<file path="config.mk">
export PLATFORM = sky130hd
export DESIGN_NAME = logic_gate_pipe
export DESIGN_NICKNAME = d
export VERILOG_FILES = /design/src/rtl/logic_gate_pipe.sv
export SDC_FILE = /design/constraint.sdc
export NUM_CORES = 1
export LEC_CHECK = 0
export CAP_MARGIN = 20
export CORE_MARGIN = 3
export CORE_UTILIZATION = 40
export CTS_CLUSTER_SIZE = 14
export DETAILED_ROUTE_END_ITERATION = 12
export DONT_BUFFER_PORTS = 1
export GPL_ROUTABILITY_DRIVEN = 0
export PLACE_DENSITY_LB_ADDON = 0.25
export SYNTH_ARGS = -nofsm -noshare
export SYNTH_HDL_FRONTEND = slang
export SYNTH_SLANG_ARGS = --single-unit
</file>
<file path="constraint.sdc">
create_clock -name clock -period 1.6 [get_ports clock]
set_input_delay 0.32 -clock clock [delete_from_list [all_inputs] [get_ports clock]]
set_output_delay 0.32 -clock clock [all_outputs]
set_load 0.03 [all_outputs]
</file>
<file path="src/rtl/logic_gate_pipe.sv">
// ============================================================================
// logic_gate_pipe
//   Bitwise OR/AND/XOR/NOR of two operands, results queued in a DEPTH-entry
//   FIFO with valid/ready handshakes on both sides.
//   Optional: `define LOGIC_GATE_PIPE_COUNT_EN adds the io_count pop counter.
// Revision: 1.0 - initial release
// ============================================================================
`default_nettype none

module logic_gate_pipe #(
  parameter int WIDTH = 8,
  parameter int DEPTH = 2
) (
  input  logic             clock,
  input  logic             reset,
  input  logic             io_in_valid,
  output logic             io_in_ready,
  input  logic [WIDTH-1:0] io_A,
  input  logic [WIDTH-1:0] io_B,
  input  logic [1:0]       io_mode,
  output logic             io_out_valid,
  input  logic             io_out_ready,
`ifdef LOGIC_GATE_PIPE_COUNT_EN
  output logic [15:0]      io_count,
`endif
  output logic [WIDTH-1:0] io_Y
);

  localparam int PTR_W = (DEPTH > 1) ? $clog2(DEPTH) : 1;
  localparam int CNT_W = $clog2(DEPTH + 1);

  localparam logic [1:0] c_MODE_OR  = 2'b00;
  localparam logic [1:0] c_MODE_AND = 2'b01;
  localparam logic [1:0] c_MODE_XOR = 2'b10;
  localparam logic [1:0] c_MODE_NOR = 2'b11;

  localparam logic [PTR_W-1:0] c_PTR_LAST = PTR_W'(DEPTH - 1);
  localparam logic [CNT_W-1:0] c_CNT_FULL = CNT_W'(DEPTH);

  logic [WIDTH-1:0] r_mem [DEPTH];
  logic [PTR_W-1:0] r_wr_ptr;
  logic [PTR_W-1:0] r_rd_ptr;
  logic [CNT_W-1:0] r_count;

  logic [WIDTH-1:0] w_result;
  logic             w_push;
  logic             w_pop;

  always_comb begin
    w_result = '0;
    case (io_mode)
      c_MODE_OR:  w_result = io_A | io_B;
      c_MODE_AND: w_result = io_A & io_B;
      c_MODE_XOR: w_result = io_A ^ io_B;
      c_MODE_NOR: w_result = ~(io_A | io_B);
      default:    w_result = '0;
    endcase
  end

  // Ready is gated by reset so nothing is accepted while reset is held high.
  assign io_in_ready  = ~reset & (r_count != c_CNT_FULL);
  assign io_out_valid = (r_count != '0);
  assign io_Y         = io_out_valid ? r_mem[r_rd_ptr] : '0;

  assign w_push = io_in_valid & io_in_ready;
  assign w_pop  = io_out_valid & io_out_ready;

  // Storage needs no reset: the head is masked whenever occupancy is zero.
  always_ff @(posedge clock) begin
    if (w_push) begin
      r_mem[r_wr_ptr] <= w_result;
    end
  end

  always_ff @(posedge clock or posedge reset) begin
    if (reset) begin
      r_wr_ptr <= '0;
      r_rd_ptr <= '0;
      r_count  <= '0;
    end else begin
      if (w_push) begin
        r_wr_ptr <= (r_wr_ptr == c_PTR_LAST) ? '0 : r_wr_ptr + PTR_W'(1);
      end
      if (w_pop) begin
        r_rd_ptr <= (r_rd_ptr == c_PTR_LAST) ? '0 : r_rd_ptr + PTR_W'(1);
      end
      case ({w_push, w_pop})
        2'b10:   r_count <= r_count + CNT_W'(1);
        2'b01:   r_count <= r_count - CNT_W'(1);
        default: r_count <= r_count;
      endcase
    end
  end

`ifdef LOGIC_GATE_PIPE_COUNT_EN
  logic [15:0] r_pop_count;

  always_ff @(posedge clock or posedge reset) begin
    if (reset) begin
      r_pop_count <= '0;
    end else if (w_pop) begin
      r_pop_count <= r_pop_count + 16'd1;
    end
  end

  assign io_count = r_pop_count;
`endif

endmodule

`default_nettype wire

</file>
==> impl_results.md <==
- I/O pin count: 32
- Slew HR: between 70% and 80%
- Fraction of layout cells with a size suffix above 1: 21.2%
- Crit end category: output port
- H-tree lvl count: 1
- Detailed Routing Iterations Pass 1: 4
- Die ar.: ~4300 um^2
- Simple-Gate Fraction of Synth Area: under 10%
- Post-synth EDFFs: 16
- Sink Count: 20
- Warnings from Yosys: 0
- Final setup margin: -0.0226 ns
- Period Utilization, post-route: 101%
- Die Ht: between 60 and 70 um
- P&R area growth vs syn: 13.6%
- Nets: between 150 and 200
- Mux cell area share after synthesis: a little over a tenth
- Status: finished, violations left
- Post-route DRC: 0
- Global-route wire length before repair: between 4 and 5 mm
- Main combinational cell family by area after synthesis: adder cells
- Worst hold path type: input port to flop
- Post-Synth Adder-Cell Area: between 10% and 20%
- Via density: 4.82
- Max cap viols: 0
- Failing checks: setup timing
- Fill count: between 300 and 400
- Post-Synth XOR/XNOR Area: 3.05%
- Total gr overflow: 0
- Flops & latches, synth: 20
- LEAKAGE: 0.776 nW
- DRT antenna net count: 0
- Skew-Pair Late Insertion Delay: 0.30 ns
- R2R Setup Slk: approximately 0.13 ns
- Maximum clock frequency: between 0.6 and 0.7 GHz
- Final wirelength: 2.30 mm
- WP data required: about 1.3 ns
- Detailed-route via count: about 950
- CORE AREA: 3390 um^2
- Tmin final: 1.62 ns
- CTS max path bufs: 2
- Unrepaired setup endpoints after global routing: yes
- Async set-reset flop share out of synthesis: ~20%
- Critical path class: flop to output port
- Initial DRC Count: 2
- Worst Setup Start Kind: flop
- Maximum VDD drop: 0.307 mV
- Synth Area in Compound Gates: between 10% and 20%
- Critical path arrival: 1.30 ns
- Hold Fails Final Rpt: 0
- Tightest Pin Transition: around 0.36 ns
- Synth unique cells: 25
- Antenna cell count: 0
- Synthesized instance count: 135
- Clk_skew: between 0.01 and 0.015 ns
- Pwr Density: 1360 nW/um^2
- Placed wire-length estimate: 1.81 mm
- Largest net degree at the start of global routing: 22
- Commonest non-fill, non-tap cell in the layout: inv_1
- Die W: 65.9 um
- Most frequent cells in the layout: inv_1 (21), ha_1 (17), edfxtp_1 (16), buf_4 (12), mux2i_1 (11)
- Avg WL per Cell: 11.7 um
- Inserted Clock Buffers: 3
- Vias in the first global route: 961
- Final non-filler cell area: 1630 um^2
- CP Max Fanout: 5
- Clock root cell: clkbuf_4
- IO buf count: 0
- Total power: approximately 2.2 mW
- Clk pin slew, worst setup/hold paths: between 0.1 and 0.15 ns
- Initial antenna violation count: 0
- Mean post-synth cell area: 10.6 um^2
- Final setup fails: 2
- DP Area: ~1500 um^2
- Synth Cell Area: 1440 um^2
- Top FF cell, synth: edfxtp_1
- Row cnt: 21
- Syn nets: 174
- Seq/Total Area, Yosys: between 40% and 50%
- GRT Util Overall: about an eighth
- CTS tree: built
- Final Max Slew Viols: 0
- Initial Util: between 40% and 50%
## layer usage
| layer | vias to the layer above | routed length, um | global-route usage, % |
|---|---|---|---|
| li1 | 489 | - | - |
| met3 | 3 | 175 | 2.55 |
| met2 | 29 | 1060 | 20.8 |
| met5 | - | 0 | 0 |
| met4 | 0 | 29 | 6.22 |
| met1 | 428 | 1040 | 14.3 |
## cell type report
cell class | instances | area, um^2 | share of cell area, %
multi-input combinational | 87 | 719 | 44.1
inverter | 22 | 82.6 | 5.06
tap | 46 | 57.6 | 3.53
clock buffer | 4 | 36.3 | 2.22
sequential | 20 | 583 | 35.7
timing repair buffer | 18 | 153 | 9.36
## power breakdown
part           switching, mW  internal, mW  leakage, nW
logic                  0.659         0.521        0.563
clock network          0.147         0.139       0.0210
registers             0.0621         0.691        0.192
## sequential cells by signal (all words and copies together), names as in the netlist
name and flops:
r_rd_ptr 1, r_mem 16, r_count 2, r_wr_ptr 1
## critical path, stage by stage (launching register included)
cell     delay, ns
dfrtp_2       0.43
buf_6         0.14
mux2i_1       0.11
nor2_1        0.14
buf_4         0.18
## kinds of logic after synthesis
family	count (synthesis)
AOI/OAI and AO/OA	25
xor gates and xnor gates	5
adders and majority gates	17
buffers and inverters	28
DFF	20
muxes	14
and+or+nand+nor	26
## synth_stat cells, drive strengths merged, types with 5 or more instances
cell type,count,area share [%]
nor2,11,3.4
nor2b,6,2.8
buf,6,3.7
nand2,8,2.1
edfxtp,16,33
o21ai,8,2.8
inv,22,5.7
ha,17,15
o211ai,6,4.2
mux2i,11,7.7
o31ai,5,2.6
a21o,5,2.6
## per-stage QoR
stage / setup slack (ns) / instances / TNS [ns] / util, % / hold slack, ns
floorplan: 0.108 / 135 / 0 / - / 0.110
global placement: 0.190 / 187 / 0 / 45.1 / 0.0959
detailed placement: 0.163 / 187 / 0 / 45.1 / 0.105
CTS: -0.0264 / 197 / -0.0628 / 47.6 / 0.188
global route: -0.109 / 197 / -0.495 / 48.1 / 0.207
finish: -0.0226 / 197 / -0.0257 / 48.1 / 0.193
## timing repair
item                       CTS  global route
setup endpoints to repair    9             9
hold endpoints to repair     4             0
gates resized for setup      2             5
gates cloned                 0             0
pin swaps                    1             3
buffers inserted             5             0
hold buffers                 1             0
## path summary, 6_finish.rpt
check                       startpoint          to  cells after the start
setup / recovery              r_rd_ptr     io_Y[7]                      4
hold / removal             io_in_valid    r_wr_ptr                      2
setup reg to reg            r_count[0]  r_count[1]                      6
hold reg to reg               r_wr_ptr    r_wr_ptr                      1
max in group asynchronous        reset  r_count[0]                      3
min in group asynchronous        reset    r_wr_ptr                      2
Note: power is estimated with default switching activity, not from simulation.
